===== src/rtl/decode_queue.sv =====
// Instruction queue between fetch and ID: each MIPS32 word is decoded once on
// enqueue and the head entry is presented to ID with its control bundle.
module decode_queue #(
  parameter int DEPTH      = 4,
  parameter int PC_W       = 32,
  parameter int HAS_MULDIV = 1,
  parameter int CNT_W      = 16
) (
  input  logic                     clk,
  input  logic                     rst,
  input  logic                     flush,
  input  logic                     in_valid,
  output logic                     in_ready,
  input  logic [31:0]              in_inst,
  input  logic [PC_W-1:0]          in_pc,
  output logic                     out_valid,
  input  logic                     out_ready,
  output logic [31:0]              out_inst,
  output logic [PC_W-1:0]          out_pc,
  output logic [16:0]              out_ctrl,
  output logic                     out_invalid,
  output logic [$clog2(DEPTH):0]   count,
  output logic [CNT_W-1:0]         invalid_cnt
);

  localparam int AW = $clog2(DEPTH);
  localparam logic [AW:0]      FULL_COUNT = (AW+1)'(DEPTH);
  localparam logic [AW:0]      ONE_COUNT  = (AW+1)'(1);
  localparam logic [AW-1:0]    ONE_PTR    = AW'(1);
  localparam logic [CNT_W-1:0] ONE_CNT    = CNT_W'(1);

  // Control bundle bit positions, MSB first.
  localparam int B_REGWRITE   = 16;
  localparam int B_REGDST_HI  = 15;
  localparam int B_REGDST_LO  = 14;
  localparam int B_ALUSRC     = 13;
  localparam int B_BRANCH     = 12;
  localparam int B_MEMWRITE   = 11;
  localparam int B_MEMTOREG   = 10;
  localparam int B_JUMP       = 9;
  localparam int B_HILO_WRITE = 8;
  localparam int B_JBRAL      = 7;
  localparam int B_JR         = 6;
  localparam int B_CP0_WRITE  = 5;
  localparam int B_MEMREAD    = 4;
  localparam int B_HILOTOREG  = 3;
  localparam int B_CP0TOREG   = 2;
  localparam int B_MFHI       = 1;
  localparam int B_MFLO       = 0;

  localparam logic [5:0] OP_SPECIAL = 6'h00, OP_REGIMM = 6'h01, OP_J = 6'h02, OP_JAL = 6'h03;
  localparam logic [5:0] OP_BEQ = 6'h04, OP_BNE = 6'h05, OP_BLEZ = 6'h06, OP_BGTZ = 6'h07;
  localparam logic [5:0] OP_ADDI = 6'h08, OP_ADDIU = 6'h09, OP_SLTI = 6'h0a, OP_SLTIU = 6'h0b;
  localparam logic [5:0] OP_ANDI = 6'h0c, OP_ORI = 6'h0d, OP_XORI = 6'h0e, OP_LUI = 6'h0f;
  localparam logic [5:0] OP_COP0 = 6'h10;
  localparam logic [5:0] OP_LB = 6'h20, OP_LH = 6'h21, OP_LW = 6'h23, OP_LBU = 6'h24, OP_LHU = 6'h25;
  localparam logic [5:0] OP_SB = 6'h28, OP_SH = 6'h29, OP_SW = 6'h2b;

  localparam logic [5:0] F_SLL = 6'h00, F_SRL = 6'h02, F_SRA = 6'h03, F_SLLV = 6'h04;
  localparam logic [5:0] F_SRLV = 6'h06, F_SRAV = 6'h07, F_JR = 6'h08, F_JALR = 6'h09;
  localparam logic [5:0] F_SYSCALL = 6'h0c, F_BREAK = 6'h0d;
  localparam logic [5:0] F_MFHI = 6'h10, F_MTHI = 6'h11, F_MFLO = 6'h12, F_MTLO = 6'h13;
  localparam logic [5:0] F_MULT = 6'h18, F_MULTU = 6'h19, F_DIV = 6'h1a, F_DIVU = 6'h1b;
  localparam logic [5:0] F_ADD = 6'h20, F_ADDU = 6'h21, F_SUB = 6'h22, F_SUBU = 6'h23;
  localparam logic [5:0] F_AND = 6'h24, F_OR = 6'h25, F_XOR = 6'h26, F_NOR = 6'h27;
  localparam logic [5:0] F_SLT = 6'h2a, F_SLTU = 6'h2b, F_ERET = 6'h18;

  localparam logic [4:0] RT_BLTZ = 5'h00, RT_BGEZ = 5'h01, RT_BLTZAL = 5'h10, RT_BGEZAL = 5'h11;
  localparam logic [4:0] RS_MFC0 = 5'h00, RS_MTC0 = 5'h04, RS_ERET = 5'h10;

  logic [AW-1:0]   rd_ptr, wr_ptr;
  logic [31:0]     inst_mem [DEPTH];
  logic [PC_W-1:0] pc_mem   [DEPTH];
  logic [16:0]     ctrl_mem [DEPTH];
  logic            inv_mem  [DEPTH];

  logic        push, pop;
  logic [16:0] dec_ctrl;
  logic        dec_invalid;
  logic [5:0]  op, funct;
  logic [4:0]  rs, rt;

  // Both sides are valid/ready: a transfer happens only in a cycle where valid
  // and ready are both high; a full queue never accepts, even while popping.
  assign in_ready  = (count != FULL_COUNT);
  assign out_valid = (count != '0);
  assign push      = in_valid && in_ready;
  assign pop       = out_valid && out_ready;

  assign op    = in_inst[31:26];
  assign rs    = in_inst[25:21];
  assign rt    = in_inst[20:16];
  assign funct = in_inst[5:0];

  always_comb begin
    dec_ctrl    = '0;
    dec_invalid = 1'b0;
    case (op)
      OP_SPECIAL: begin
        case (funct)
          F_ADD, F_ADDU, F_SUB, F_SUBU, F_AND, F_OR, F_XOR, F_NOR, F_SLT, F_SLTU,
          F_SLL, F_SRL, F_SRA, F_SLLV, F_SRLV, F_SRAV: begin
            dec_ctrl[B_REGWRITE]  = 1'b1;
            dec_ctrl[B_REGDST_LO] = 1'b1;
          end
          F_MFHI, F_MFLO: begin
            if (HAS_MULDIV != 0) begin
              dec_ctrl[B_REGWRITE]  = 1'b1;
              dec_ctrl[B_REGDST_LO] = 1'b1;
              dec_ctrl[B_HILOTOREG] = 1'b1;
              dec_ctrl[B_MFHI]      = (funct == F_MFHI);
              dec_ctrl[B_MFLO]      = (funct == F_MFLO);
            end else begin
              dec_invalid = 1'b1;
            end
          end
          F_MULT, F_MULTU, F_DIV, F_DIVU, F_MTHI, F_MTLO: begin
            if (HAS_MULDIV != 0) dec_ctrl[B_HILO_WRITE] = 1'b1;
            else dec_invalid = 1'b1;
          end
          F_JR: dec_ctrl[B_JR] = 1'b1;
          F_JALR: begin
            dec_ctrl[B_REGWRITE]  = 1'b1;
            dec_ctrl[B_REGDST_LO] = 1'b1;
            dec_ctrl[B_JBRAL]     = 1'b1;
            dec_ctrl[B_JR]        = 1'b1;
          end
          F_SYSCALL, F_BREAK: begin
          end
          default: dec_invalid = 1'b1;
        endcase
      end
      OP_REGIMM: begin
        case (rt)
          RT_BLTZ, RT_BGEZ: dec_ctrl[B_BRANCH] = 1'b1;
          RT_BLTZAL, RT_BGEZAL: begin
            dec_ctrl[B_REGWRITE]  = 1'b1;
            dec_ctrl[B_REGDST_HI] = 1'b1;
            dec_ctrl[B_BRANCH]    = 1'b1;
            dec_ctrl[B_JBRAL]     = 1'b1;
          end
          default: dec_invalid = 1'b1;
        endcase
      end
      OP_J: dec_ctrl[B_JUMP] = 1'b1;
      OP_JAL: begin
        dec_ctrl[B_REGWRITE]  = 1'b1;
        dec_ctrl[B_REGDST_HI] = 1'b1;
        dec_ctrl[B_JUMP]      = 1'b1;
        dec_ctrl[B_JBRAL]     = 1'b1;
      end
      OP_BEQ, OP_BNE, OP_BLEZ, OP_BGTZ: dec_ctrl[B_BRANCH] = 1'b1;
      OP_ADDI, OP_ADDIU, OP_SLTI, OP_SLTIU, OP_ANDI, OP_ORI, OP_XORI, OP_LUI: begin
        dec_ctrl[B_REGWRITE] = 1'b1;
        dec_ctrl[B_ALUSRC]   = 1'b1;
      end
      OP_LB, OP_LH, OP_LW, OP_LBU, OP_LHU: begin
        dec_ctrl[B_REGWRITE] = 1'b1;
        dec_ctrl[B_ALUSRC]   = 1'b1;
        dec_ctrl[B_MEMTOREG] = 1'b1;
        dec_ctrl[B_MEMREAD]  = 1'b1;
      end
      OP_SB, OP_SH, OP_SW: begin
        dec_ctrl[B_ALUSRC]   = 1'b1;
        dec_ctrl[B_MEMWRITE] = 1'b1;
      end
      OP_COP0: begin
        if (rs == RS_MTC0) begin
          dec_ctrl[B_CP0_WRITE] = 1'b1;
        end else if (rs == RS_MFC0) begin
          dec_ctrl[B_REGWRITE] = 1'b1;
          dec_ctrl[B_CP0TOREG] = 1'b1;
        end else if (!(rs == RS_ERET && funct == F_ERET)) begin
          dec_invalid = 1'b1;
        end
      end
      default: dec_invalid = 1'b1;
    endcase
  end

  // Entry payload needs no reset: the head is masked whenever the queue is empty.
  always_ff @(posedge clk) begin
    if (push) begin
      inst_mem[wr_ptr] <= in_inst;
      pc_mem[wr_ptr]   <= in_pc;
      ctrl_mem[wr_ptr] <= dec_ctrl;
      inv_mem[wr_ptr]  <= dec_invalid;
    end
  end

  always_ff @(posedge clk or posedge rst) begin
    if (rst) begin
      rd_ptr      <= '0;
      wr_ptr      <= '0;
      count       <= '0;
      invalid_cnt <= '0;
    end else if (flush) begin
      rd_ptr <= '0;
      wr_ptr <= '0;
      count  <= '0;
    end else begin
      if (push) wr_ptr <= wr_ptr + ONE_PTR;
      if (pop)  rd_ptr <= rd_ptr + ONE_PTR;
      case ({push, pop})
        2'b10:   count <= count + ONE_COUNT;
        2'b01:   count <= count - ONE_COUNT;
        default: count <= count;
      endcase
      if (push && dec_invalid && (invalid_cnt != '1)) invalid_cnt <= invalid_cnt + ONE_CNT;
    end
  end

  assign out_inst    = out_valid ? inst_mem[rd_ptr] : '0;
  assign out_pc      = out_valid ? pc_mem[rd_ptr]   : '0;
  assign out_ctrl    = out_valid ? ctrl_mem[rd_ptr] : '0;
  assign out_invalid = out_valid ? inv_mem[rd_ptr]  : 1'b0;

endmodule


===== config.mk =====
export PLATFORM = sky130hd
export DESIGN_NAME = decode_queue
export DESIGN_NICKNAME = d
export VERILOG_FILES = /design/src/rtl/decode_queue.sv
export SDC_FILE = /design/constraint.sdc
export NUM_CORES = 1
export LEC_CHECK = 0
export BUFFER_PORTS_ARGS = -buffer_cell sky130_fd_sc_hd__buf_2
export CAP_MARGIN = 15
export CORE_MARGIN = 4
export CORE_UTILIZATION = 52
export DETAILED_ROUTE_END_ITERATION = 16
export GPL_TIMING_DRIVEN = 0
export MAX_ROUTING_LAYER = met4
export PLACE_DENSITY = 0.76
export SYNTH_ARGS = -nofsm -noshare
export SYNTH_HDL_FRONTEND = slang
export SYNTH_SLANG_ARGS = --single-unit

===== constraint.sdc =====
create_clock -name clk -period 3 [get_ports clk]
set_input_delay 0.6 -clock clk [delete_from_list [all_inputs] [get_ports clk]]
set_output_delay 0.6 -clock clk [all_outputs]
set_load 0.02 [all_outputs]

==> key figures, run 1 <==
Status
  • Status: finished clean

Logic synthesis
  • Syn Nets: 777
  • Post-synth EDFFs: about 320
  • Syn_area_per_cell: slightly below 20 um2
  • Ys async rst share: 0.0663
  • Gate Count Post-Synth: 702
  • Synth warnings: 0
  • Post-synthesis sequential area ratio: 0.743
  • Cell Area, Synth: 13900 um2
  • Top FF cell, synth: edfxtp_1
  • Netlist cell types: 51
  • #FFs+latches synth: ~350

Global routing
  • Initial antenna violation count: 1
  • Pin count of the biggest net entering global routing: between 50 and 60
  • GR Util All Layers: 0.193
  • First-pass GRT wire length: about 42 mm
  • Grt ovf: 0
  • Vias in the first global route: approximately 7400

Setup path
  • Worst Path Arrival: roughly 2.3 ns
  • CP Capture Type: output pin
  • Crit path required time: ~2.4 ns
  • R2R setup slack: a little over 0.8 ns
  • R2r startpoint: count[2]$_DFFE_PP0P_
  • CP max FO: 10
  • Reg2reg end: invalid_cnt[13]$_DFFE_PP0P_
  • CP startpoint kind: flop
  • Kind of critical path: reg2out
  • Worst Reg2Reg Path Length in Cells: 7

Pwr
  • Worst VDD drop: 0.000569 V
  • Pwr Total: about 15 mW
  • Power per cell area: 935 nW/um2
  • Leak pwr: 5.93 nW

STA
  • Post-layout min period: roughly 2.9 ns
  • Pins over their slew limit: 0
  • Setup violators final: 0
  • Hold WS: slightly below 0.3 ns
  • Tcrit/Tclk final: 0.961
  • Worst Tran Pin Value: slightly above 1 ns
  • Final worst slack: 0.117 ns
  • Final Hold Viols: 0
  • Slew headroom: 0.323
  • Final Skew: ~0.0076 ns
  • Fin Setup TNS: 0 ns
  • F_max: around 0.35 GHz
  • RSZ-0062 raised after global routing: false

Clock network
  • Worst-case clock buffer depth: 3
  • CTS sink count: 347
  • Clock Latency Late Sink: 0.51 ns
  • CTS Buf Count: 37
  • Clk slew on worst S/H paths: approximately 0.060 ns
  • CTS tree: yes
  • # H-tree levels: 2
  • Setup Buffers After CTS: 0
  • Clock root buffer: clkbuf_16

Cells and area
  • Register area: a little over 10000 um2
  • Post-route insts no fill: about 1300
  • Layout cells sized above 1: 0.370
  • Final Cell Area: 16500 um2
  • Leading cell types in the layout, fill and taps excluded: edfxtp_1 (324), buf_2 (175), and2_1 (84), mux4_2 (81), clkbuf_16 (39)
  • Area occupied by multi-input gates: approximately 3400 um2
  • Final core utilization: 0.632
  • Filler instances: about 1800
  • Most common cell after layout, fill and taps aside: edfxtp_1
  • Post-layout nets: just under 1000
  • Synth-to-layout area growth: 19.1%

Place
  • RD Place Congestion: about 0.8
  • DP Cell Count: 1211
  • Dpl ws: -0.129 ns
  • IO buf count: between 150 and 200
  • Final HPWL DP: 17.0 mm
  • Area after DPL: 15300 um2

Route
  • WL final: 27.1 mm
  • Wire length on met3: roughly 1.4 mm
  • Via count: 7112
  • Drt wl/cell: ~21 um
  • Met1 WL: 11.5 mm
  • DRT iter0 DRCs: 529
  • Residual DRC: 0
  • 1st-pass router iterations: 6
  • Top routing layer in use: met4
  • Met2 wire length: 13.6 mm
  • Routed vias/inst: 5.56
  • Routed Antenna Nets: 0

Floorplanning
  • Initial Utilization: 0.531
  • IO Count: 172
  • Core ar.: approximately 26000 um2
  • Die W: about 170 um
  • Rows: 59
  • Die height: ~170 um
  • Die area: just under 30000 um2

Min path
  • Min-Delay Path Class: in2async

Run
  • Count of max-cap constraint violations: 0
[how the worst max path moves through the flow]
stage | from | to | slack (ns)
final | rd_ptr[1]$_DFFE_PP0P_ | out_ctrl[10] | 0.12
after global routing | rd_ptr[1]$_DFFE_PP0P_ | out_ctrl[10] | 0.01
after CTS | rd_ptr[1]$_DFFE_PP0P_ | out_ctrl[10] | 0.05
after detailed placement | rd_ptr[0]$_DFFE_PP0P_ | out_ctrl[10] | -0.13
after global placement | rd_ptr[0]$_DFFE_PP0P_ | out_ctrl[10] | -0.11
after floorplan | count[0]$_DFFE_PP0P_ | ctrl_mem[0][0]$_DFFE_PP_ | 0.48
[cell usage after synthesis (2+ instances only)]
library cell  number  area share
nor4b_1            5      0.0032
mux4_2            81        0.13
nand4_1            2     0.00090
nand3_1           10      0.0036
and3_1             7      0.0032
xnor2_1            3      0.0019
nor2_1            17      0.0046
ha_1               5      0.0045
and2_1            84       0.038
edfxtp_1         324        0.70
o21ai_0            4      0.0014
nand2_1           15      0.0041
or3_1              4      0.0018
nor4_1             7      0.0032
nor2b_1            2     0.00090
a21oi_1            6      0.0022
clkbuf_1          19      0.0051
nand2b_1           5      0.0023
xor2_1            17       0.011
a21o_1             2      0.0011
buf_1              3     0.00081
buf_6              2      0.0016
nor3_1             7      0.0025
inv_1             10      0.0027
buf_2              9      0.0032
dfrtp_1           23       0.041
nor4_2             5      0.0045
[critical path: stages, from the launching register on]
cell,delay [ns]
dfrtp_2,0.56
clkbuf_2,0.39
mux4_2,0.34
and2_1,0.21
buf_4,0.14
buf_2,0.15
[what timing repair did]
item | 4_1_cts | 5_1_grt
resized for setup | 27 | 3
setup endpoints to repair | 82 | 11
gates cloned | 0 | 0
hold buffers | 0 | 0
pin swaps | 0 | 0
hold endpoints to repair | 0 | 0
[registers in the layout (all words and copies together), names as in the netlist]
name,count
ctrl_mem,64
pc_mem,128
inst_mem,128
invalid_cnt,16
inv_mem,4
count,3
rd_ptr,2
wr_ptr,2
[metal layers]
metal / up-vias / track usage
li1: 3232 / -
met1: 3621 / 0.262
met2: 214 / 0.313
met3: 45 / 0.0322
met4: 0 / 0.0482
met5: - / -
[final cells by class]
cell class	instances	area share
clock buffers	48	0.0618
flip-flops and latches	347	0.624
plain buffers	33	0.0125
inverters	10	0.00227
multi-input cells	311	0.205
repair buffers	174	0.0582
diodes	1	0.000152
clock inverters	20	0.0103
well taps	335	0.0254
[report_power, final]
group,internal (mW),total [mW],switching [mW]
clock network,2.65,4.39,1.73
logic,2.05,4.91,2.86
registers,5.95,6.13,0.185
[kinds of logic (layout without fill, tap and decap cells)]
family / Yosys count / count (layout) / synth area share
other: 0 / 1 / 0
xor gates and xnor gates: 20 / 20 / 0.0126
muxes: 83 / 83 / 0.133
and+or+nand+nor: 179 / 179 / 0.0789
AOI/OAI and AO/OA: 23 / 23 / 0.0122
DFF: 347 / 347 / 0.743
buffers and inverters: 44 / 285 / 0.0141
adders and majority gates: 6 / 6 / 0.00595
Power figures use the tool's default switching activity.
==> run 2: changes to the inputs <==
Settings changed: MAX_ROUTING_LAYER met4 to not set.
==> run 2 against run 1 <==
  * Largest power group unchanged
  * Hold slack lost 0.0038 ns
  * Critical path depth unchanged
  * First-iteration DRC count shrank 7.8%
  * Via count rose by 0.25%
  * Routed wire length down 0.13%
  * Flip-flop and latch count stayed put
  * Clock power about the same
  * Sequential power is essentially flat
  * Sequential share of layout area did not move
  * Final cell count unchanged
  * Clock skew barely moved
==> key figures, run 2 (synthesis results as in run 1) <==
Setup path
  • Kind of critical path: reg2out
  • CP Capture Type: output pin
  • CP startpoint kind: flop
  • CP max-delay cell: dfrtp_2
  • CP max FO: 10 (unchanged)
  • Crit path required time: 2.40 ns (about the same)
  • CP cell instances: clkbuf_2 > mux4_2 > and2_1 > buf_4 > buf_2
  • Worst Path Arrival: 2.28 ns (about the same)
  • CP peak stage delay: 0.56 ns (about the same)

Clock network
  • Setup Buffers After CTS: 0 (unchanged)
  • Hold-fix buffers, CTS: 0 (unchanged)
  • Clock root buffer: clkbuf_16
  • CTS Buf Count: 37 (unchanged)
  • Clock Latency Late Sink: 0.51 ns (about the same)
  • Worst-case clock buffer depth: 3 (unchanged)
  • CTS sink count: 347 (unchanged)
  • CTS tree: yes
  • # H-tree levels: 2 (unchanged)
  • Clk slew on worst S/H paths: 0.06 ns (about the same)

Pwr
  • Sequential power share: 0.397 (about the same)
  • Power per cell area: 935 nW/um2 (about the same)
  • P_int: 10.7 mW (unchanged)
  • Switching power: 4.79 mW (+0.17%)
  • Net Sw Frac: 0.310 (+0.000352)
  • Leak pwr: 5.93 nW (unchanged)
  • Comb pwr share: 0.318 (about the same)
  • Worst VDD drop: 0.000569 V (about the same)
  • Clock network power share: 0.285 (about the same)

Route
  • Via count: 7130 (+0.25%)
  • Top routing layer in use: met5
  • Residual DRC: 0 (unchanged)
  • Wire length on met3: 1.43 mm (+1.6%)
  • Routed vias/inst: 5.57 (+0.25%)
  • 1st-pass router iterations: 4 (-2)
  • Met1 WL: 11.5 mm (-0.43%)
  • Routed Antenna Nets: 0 (unchanged)
  • Drt wl/cell: 21.2 um (-0.13%)
  • WL final: 27.1 mm (-0.13%)
  • Met2 wire length: 13.6 mm (-0.24%)
  • DRT iter0 DRCs: 488 (-7.8%)

Place
  • RD Place Congestion: 0.782 (-1.5%)
  • Final HPWL DP: 17.0 mm (unchanged)
  • IO buf count: 170 (unchanged)

STA
  • Final Hold Viols: 0 (unchanged)
  • Worst Tran Pin Value: 1.04 ns (+0.0325 ns)
  • Pins over their slew limit: 0 (unchanged)
  • F_max: 0.347 GHz (+0.14%)
  • Hold WS: 0.293 ns (-0.00381 ns)
  • Setup violators final: 0 (unchanged)
  • Final Skew: 0.00778 ns (+0.000138 ns)
  • Post-layout min period: 2.88 ns (-0.00408 ns)
  • Tcrit/Tclk final: 0.959 (-0.00136)
  • Slew headroom: 0.301 (-0.0219)
  • RSZ-0062 raised after global routing: false

Floorplanning
  • Initial Utilization: 0.531 (unchanged)
  • IO Count: 172 (unchanged)
  • Die W: 171 um (unchanged)
  • Rows: 59 (unchanged)
  • Die area: 29400 um2 (unchanged)
  • Die height: 171 um (unchanged)
  • Core ar.: 26100 um2 (unchanged)

Global routing
  • Initial antenna violation count: 1 (unchanged)
  • Vias in the first global route: 7452 (+0.11%)
  • First-pass GRT wire length: 42.2 mm (about the same)
  • Grt ovf: 0 (unchanged)
  • GR Util All Layers: 0.188 (-0.00587)
  • Pin count of the biggest net entering global routing: 59 (unchanged)

Cells and area
  • Post-layout nets: 989 (unchanged)
  • Filler instances: 1841 (-0.11%)
  • Final core utilization: 0.632 (unchanged)
  • Leading cell types in the layout, fill and taps excluded: edfxtp_1 (324), buf_2 (175), and2_1 (84), mux4_2 (81), clkbuf_16 (39)
  • Layout cells sized above 1: 0.370 (unchanged)
  • Top Registers: inst_mem: 128 flops, pc_mem: 128 flops, ctrl_mem: 64 flops
  • Synth-to-layout area growth: 19.1% (unchanged)
  • Most common cell after layout, fill and taps aside: edfxtp_1

Run
  • Count of max-cap constraint violations: 0 (unchanged)

Status
  • Status: finished clean

Min path
  • Min-Delay Path Class: in2async
[run 2: cell counts in the layout (fill, tap and decap cells not counted)]
No cell type changed its count.
[run 2: critical path, delay by kind of cell, from the launching register on]
family | cells | cell delay [ns]
flip-flops | 1 | 0.56
multiplexers | 1 | 0.34
AND/OR/NAND/NOR | 1 | 0.20
buffers and inverters | 3 | 0.68
[run 2: power by group through the flow]
| stage | clock network, mW | registers [mW] | logic (mW) |
|---|---|---|---|
| after global placement | 0 | 6.23 | 4.87 |
| after floorplan | 0 | 6.24 | 3.26 |
| final | 4.39 | 6.13 | 4.91 |
| after CTS | 4.50 | 6.14 | 5.04 |
| after detailed placement | 0 | 6.22 | 4.96 |
| after global routing | 4.72 | 6.18 | 5.35 |
[run 2: layout make-up]
cell class	count	area [um2]	area share
Inverter	10	37.5	0.00227
Timing Repair Buffer	174	961	0.0582
Clock inverter	20	170	0.0103
Sequential cell	347	10300	0.624
Clock buffer	48	1020	0.0618
Buffer	33	206	0.0125
Antenna cell	1	2.50	0.000152
Multi-Input combinational cell	311	3390	0.205
Tap cell	335	419	0.0254
[run 2: final timing paths]
kind	startpoint	endpoint	slack [ns]	cells past startpoint
max	rd_ptr[1]$_DFFE_PP0P_	out_ctrl[10]	0.12	5
max in group asynchronous	rst	rd_ptr[1]$_DFFE_PP0P_	2.07	2
min reg2reg	invalid_cnt[12]$_DFFE_PP0P_	invalid_cnt[12]$_DFFE_PP0P_	0.48	1
min in group clk	in_pc[6]	pc_mem[0][6]$_DFFE_PP_	0.30	1
min	rst	count[0]$_DFFE_PP0P_	0.29	2
max reg2reg	count[2]$_DFFE_PP0P_	invalid_cnt[13]$_DFFE_PP0P_	0.82	7
[run 2: through the flow]
| stage | area [um2] | worst slack [ns] | TNS [ns] | total power, mW | cells |
|---|---|---|---|---|---|
| finish | 16500 | 0.122 | 0 | 15.4 | 1279 |
| global route | 16500 | 0.0122 | 0 | 16.3 | 1278 |
| CTS | 16500 | 0.0478 | 0 | 15.7 | 1278 |
| detailed placement | 15300 | -0.129 | -0.185 | 11.2 | 1211 |
| global placement | 15100 | -0.106 | -5.10 | 11.1 | 1207 |
| floorplan | 13900 | 0.482 | 0 | 9.50 | 702 |
[run 2: per-layer routing]
metal,vias up,global-route usage
met3,46,0.0329
met4,2,0.0482
met1,3633,0.261
met5,-,0
li1,3234,-
met2,215,0.313
[run 2: what timing repair did]
action	4_1_cts	5_1_grt
pin swaps	0	0
endpoints found under the setup margin	82	11
gates resized for setup	27	3
==> run 3: changes to the inputs <==
Settings changed: CORE_ASPECT_RATIO set to 0.9.
==> run 3 against run 2 <==
  * Highest routed layer unchanged
  * Maximum frequency down 0.79%
  * Global-route usage is 0.17 points lower
  * Register-to-register slack about the same
  * Critical endpoint is now out_pc[15]
  * Non-clock buffer count is the same
  * Die area about the same
==> key figures, run 3 (synthesis results as in run 1) <==
Route
  • Drt wl/cell: 21.3 um (+0.83%)
  • 1st-pass router iterations: 5 (+1)
  • Routed vias/inst: 5.61 (+0.71%)
  • DRT iter0 DRCs: 458 (-6.1%)
  • WL final: 27.4 mm (+1.3%)
  • Routed Antenna Nets: 0 (unchanged)
  • Via count: 7214 (+1.2%)
  • Residual DRC: 0 (unchanged)

Clock network
  • CTS tree: yes
  • # H-tree levels: 2 (unchanged)
  • CTS Buf Count: 35 (-5.4%)
  • Clock Latency Late Sink: 0.50 ns (about the same)
  • Clk slew on worst S/H paths: 0.06 ns (about the same)
  • Clock root buffer: clkbuf_16
  • Setup Buffers After CTS: 0 (unchanged)
  • Worst-case clock buffer depth: 3 (unchanged)
  • CTS sink count: 347 (unchanged)

Pwr
  • Sequential power share: 0.409 (+0.012)
  • Worst VDD drop: 0.000523 V (-8.2%)
  • Comb pwr share: 0.329 (+0.011)
  • Switching power: 4.77 mW (-0.50%)
  • Clock network power share: 0.261 (-0.024)
  • Leak pwr: 5.84 nW (-1.5%)
  • Power per cell area: 916 nW/um2 (-2.0%)
  • P_int: 10.2 mW (-4.1%)
  • Net Sw Frac: 0.318 (+0.00785)

Global routing
  • Grt ovf: 0 (unchanged)
  • Initial antenna violation count: 2 (+1)
  • Vias in the first global route: 7515 (+0.85%)
  • GR Util All Layers: 0.186 (-0.00170)
  • Pin count of the biggest net entering global routing: 54 (-8.5%)
  • First-pass GRT wire length: 42.5 mm (+0.83%)

STA
  • Worst Tran Pin Value: 0.886 ns (-0.152 ns)
  • F_max: 0.345 GHz (-0.79%)
  • Setup violators final: 0 (unchanged)
  • Final Skew: 0.00700 ns (-0.000785 ns)
  • Final Hold Viols: 0 (unchanged)
  • Slew headroom: 0.404 (+0.102)
  • Hold WS: 0.276 ns (-0.0172 ns)
  • RSZ-0062 raised after global routing: false
  • Post-layout min period: 2.90 ns (+0.0228 ns)
  • Final worst slack: 0.0987 ns (-0.0228 ns)
  • Pins over their slew limit: 0 (unchanged)
  • Tcrit/Tclk final: 0.967 (+0.00761)

Cells and area
  • Filler instances: 1869 (+1.5%)
  • Most common cell after layout, fill and taps aside: edfxtp_1
  • Layout cells sized above 1: 0.365 (-0.00471)
  • Top Registers: inst_mem: 128 flops, pc_mem: 128 flops, ctrl_mem: 64 flops
  • Leading cell types in the layout, fill and taps excluded: edfxtp_1 (324), buf_2 (174), and2_1 (84), mux4_2 (81), clkbuf_16 (35)
  • Post-route insts no fill: 1285 (+0.47%)
  • Synth-to-layout area growth: 17.9%
  • Post-layout nets: 987 (-0.20%)

Floorplanning
  • Die area: 29400 um2 (about the same)
  • Die height: 163 um (-4.9%)
  • Rows: 56 (-5.1%)
  • IO Count: 172 (unchanged)
  • Core ar.: 26100 um2 (about the same)
  • Die W: 180 um (+5.2%)
  • Initial Utilization: 0.531 (about the same)

Setup path
  • R2r startpoint: count[2]$_DFFE_PP0P_
  • Crit path required time: 2.40 ns (about the same)
  • Kind of critical path: reg2out
  • CP startpoint kind: flop
  • Worst Reg2Reg Path Length in Cells: 7 (unchanged)
  • CP max FO: 10 (unchanged)
  • CP Launch Point: rd_ptr[1]$_DFFE_PP0P_
  • Reg2reg end: invalid_cnt[13]$_DFFE_PP0P_
  • CP Capture Type: output pin
  • R2R setup slack: 0.83 ns (about the same)
  • Worst Path Arrival: 2.30 ns (+0.02 ns)
  • Worst Setup EP: out_pc[15]

Min path
  • Min-Delay Path Class: in2async

Status
  • Status: finished clean

Place
  • DP Cell Count: 1224 (+1.1%)
  • IO buf count: 170 (unchanged)
  • Final HPWL DP: 17.1 mm (+0.85%)
  • Dpl ws: -0.138 ns (-0.00896 ns)
  • RD Place Congestion: 0.792 (+1.2%)

Run
  • Count of max-cap constraint violations: 0 (unchanged)
## run 3: power by group through the flow
stage          Sequential, mW  Combinational, mW  Clock (mW)
6_report                 6.13               4.93        3.92
5_1_grt                  6.18               5.30        4.24
4_1_cts                  6.14               5.00        4.02
3_5_place_dp             6.22               4.97           0
3_3_place_gp             6.23               4.86           0
2_1_floorplan            6.24               3.26           0
## run 3: what timing repair did
item | CTS | global route
hold buffers | 0 | 0
gates cloned | 0 | 0
endpoints found under the setup margin | 82 | 49
gates resized for setup | 15 | 14
## run 3: routing by layer
metal	vias up	wire length, um	GRT usage
li1	3228	-	-
met1	3680	12000	0.262
met2	254	12900	0.300
met3	50	1980	0.0444
met4	2	582	0.0464
met5	-	12	0
## run 3: critical path: stages (launching register included)
cell      delay (ns)
dfrtp_2         0.57
clkbuf_1        0.50
mux4_2          0.42
and2_1          0.17
buf_2           0.15
## run 3: layout make-up
cell class,count,area [um2],area share
clock buffer,44,910,0.0556
tap,348,435,0.0266
clock inverter,17,105,0.00643
inverter,10,37.5,0.00230
timing repair buffer,174,961,0.0588
sequential,347,10300,0.630
multi-input combinational,311,3390,0.207
buffer,33,203,0.0124
antenna,1,2.50,0.000153
## run 3: how the worst min path moves through the flow
| stage | to | from | cells past startpoint | slack [ns] |
|---|---|---|---|---|
| floorplan | wr_ptr[1]$_DFFE_PP0P_ | wr_ptr[1]$_DFFE_PP0P_ | 2 | 0.54 |
| global placement | invalid_cnt[14]$_DFFE_PP0P_ | invalid_cnt[14]$_DFFE_PP0P_ | 1 | 0.47 |
| detailed placement | invalid_cnt[14]$_DFFE_PP0P_ | invalid_cnt[14]$_DFFE_PP0P_ | 1 | 0.48 |
| CTS | pc_mem[2][19]$_DFFE_PP_ | in_pc[19] | 1 | 0.29 |
| global route | pc_mem[1][6]$_DFFE_PP_ | in_pc[6] | 1 | 0.30 |
| finish | invalid_cnt[10]$_DFFE_PP0P_ | rst | 2 | 0.28 |
## run 3: through the flow
stage          setup TNS (ns)   util  power [mW]  instance area, um2
6_report                    0  0.626        15.0               16400
5_1_grt                     0  0.626        15.7               16400
4_1_cts                -0.827  0.625        15.2               16300
3_5_place_dp           -0.187  0.585        11.2               15300
3_3_place_gp           -0.657  0.580        11.1               15200
2_1_floorplan               0      -        9.50               13900
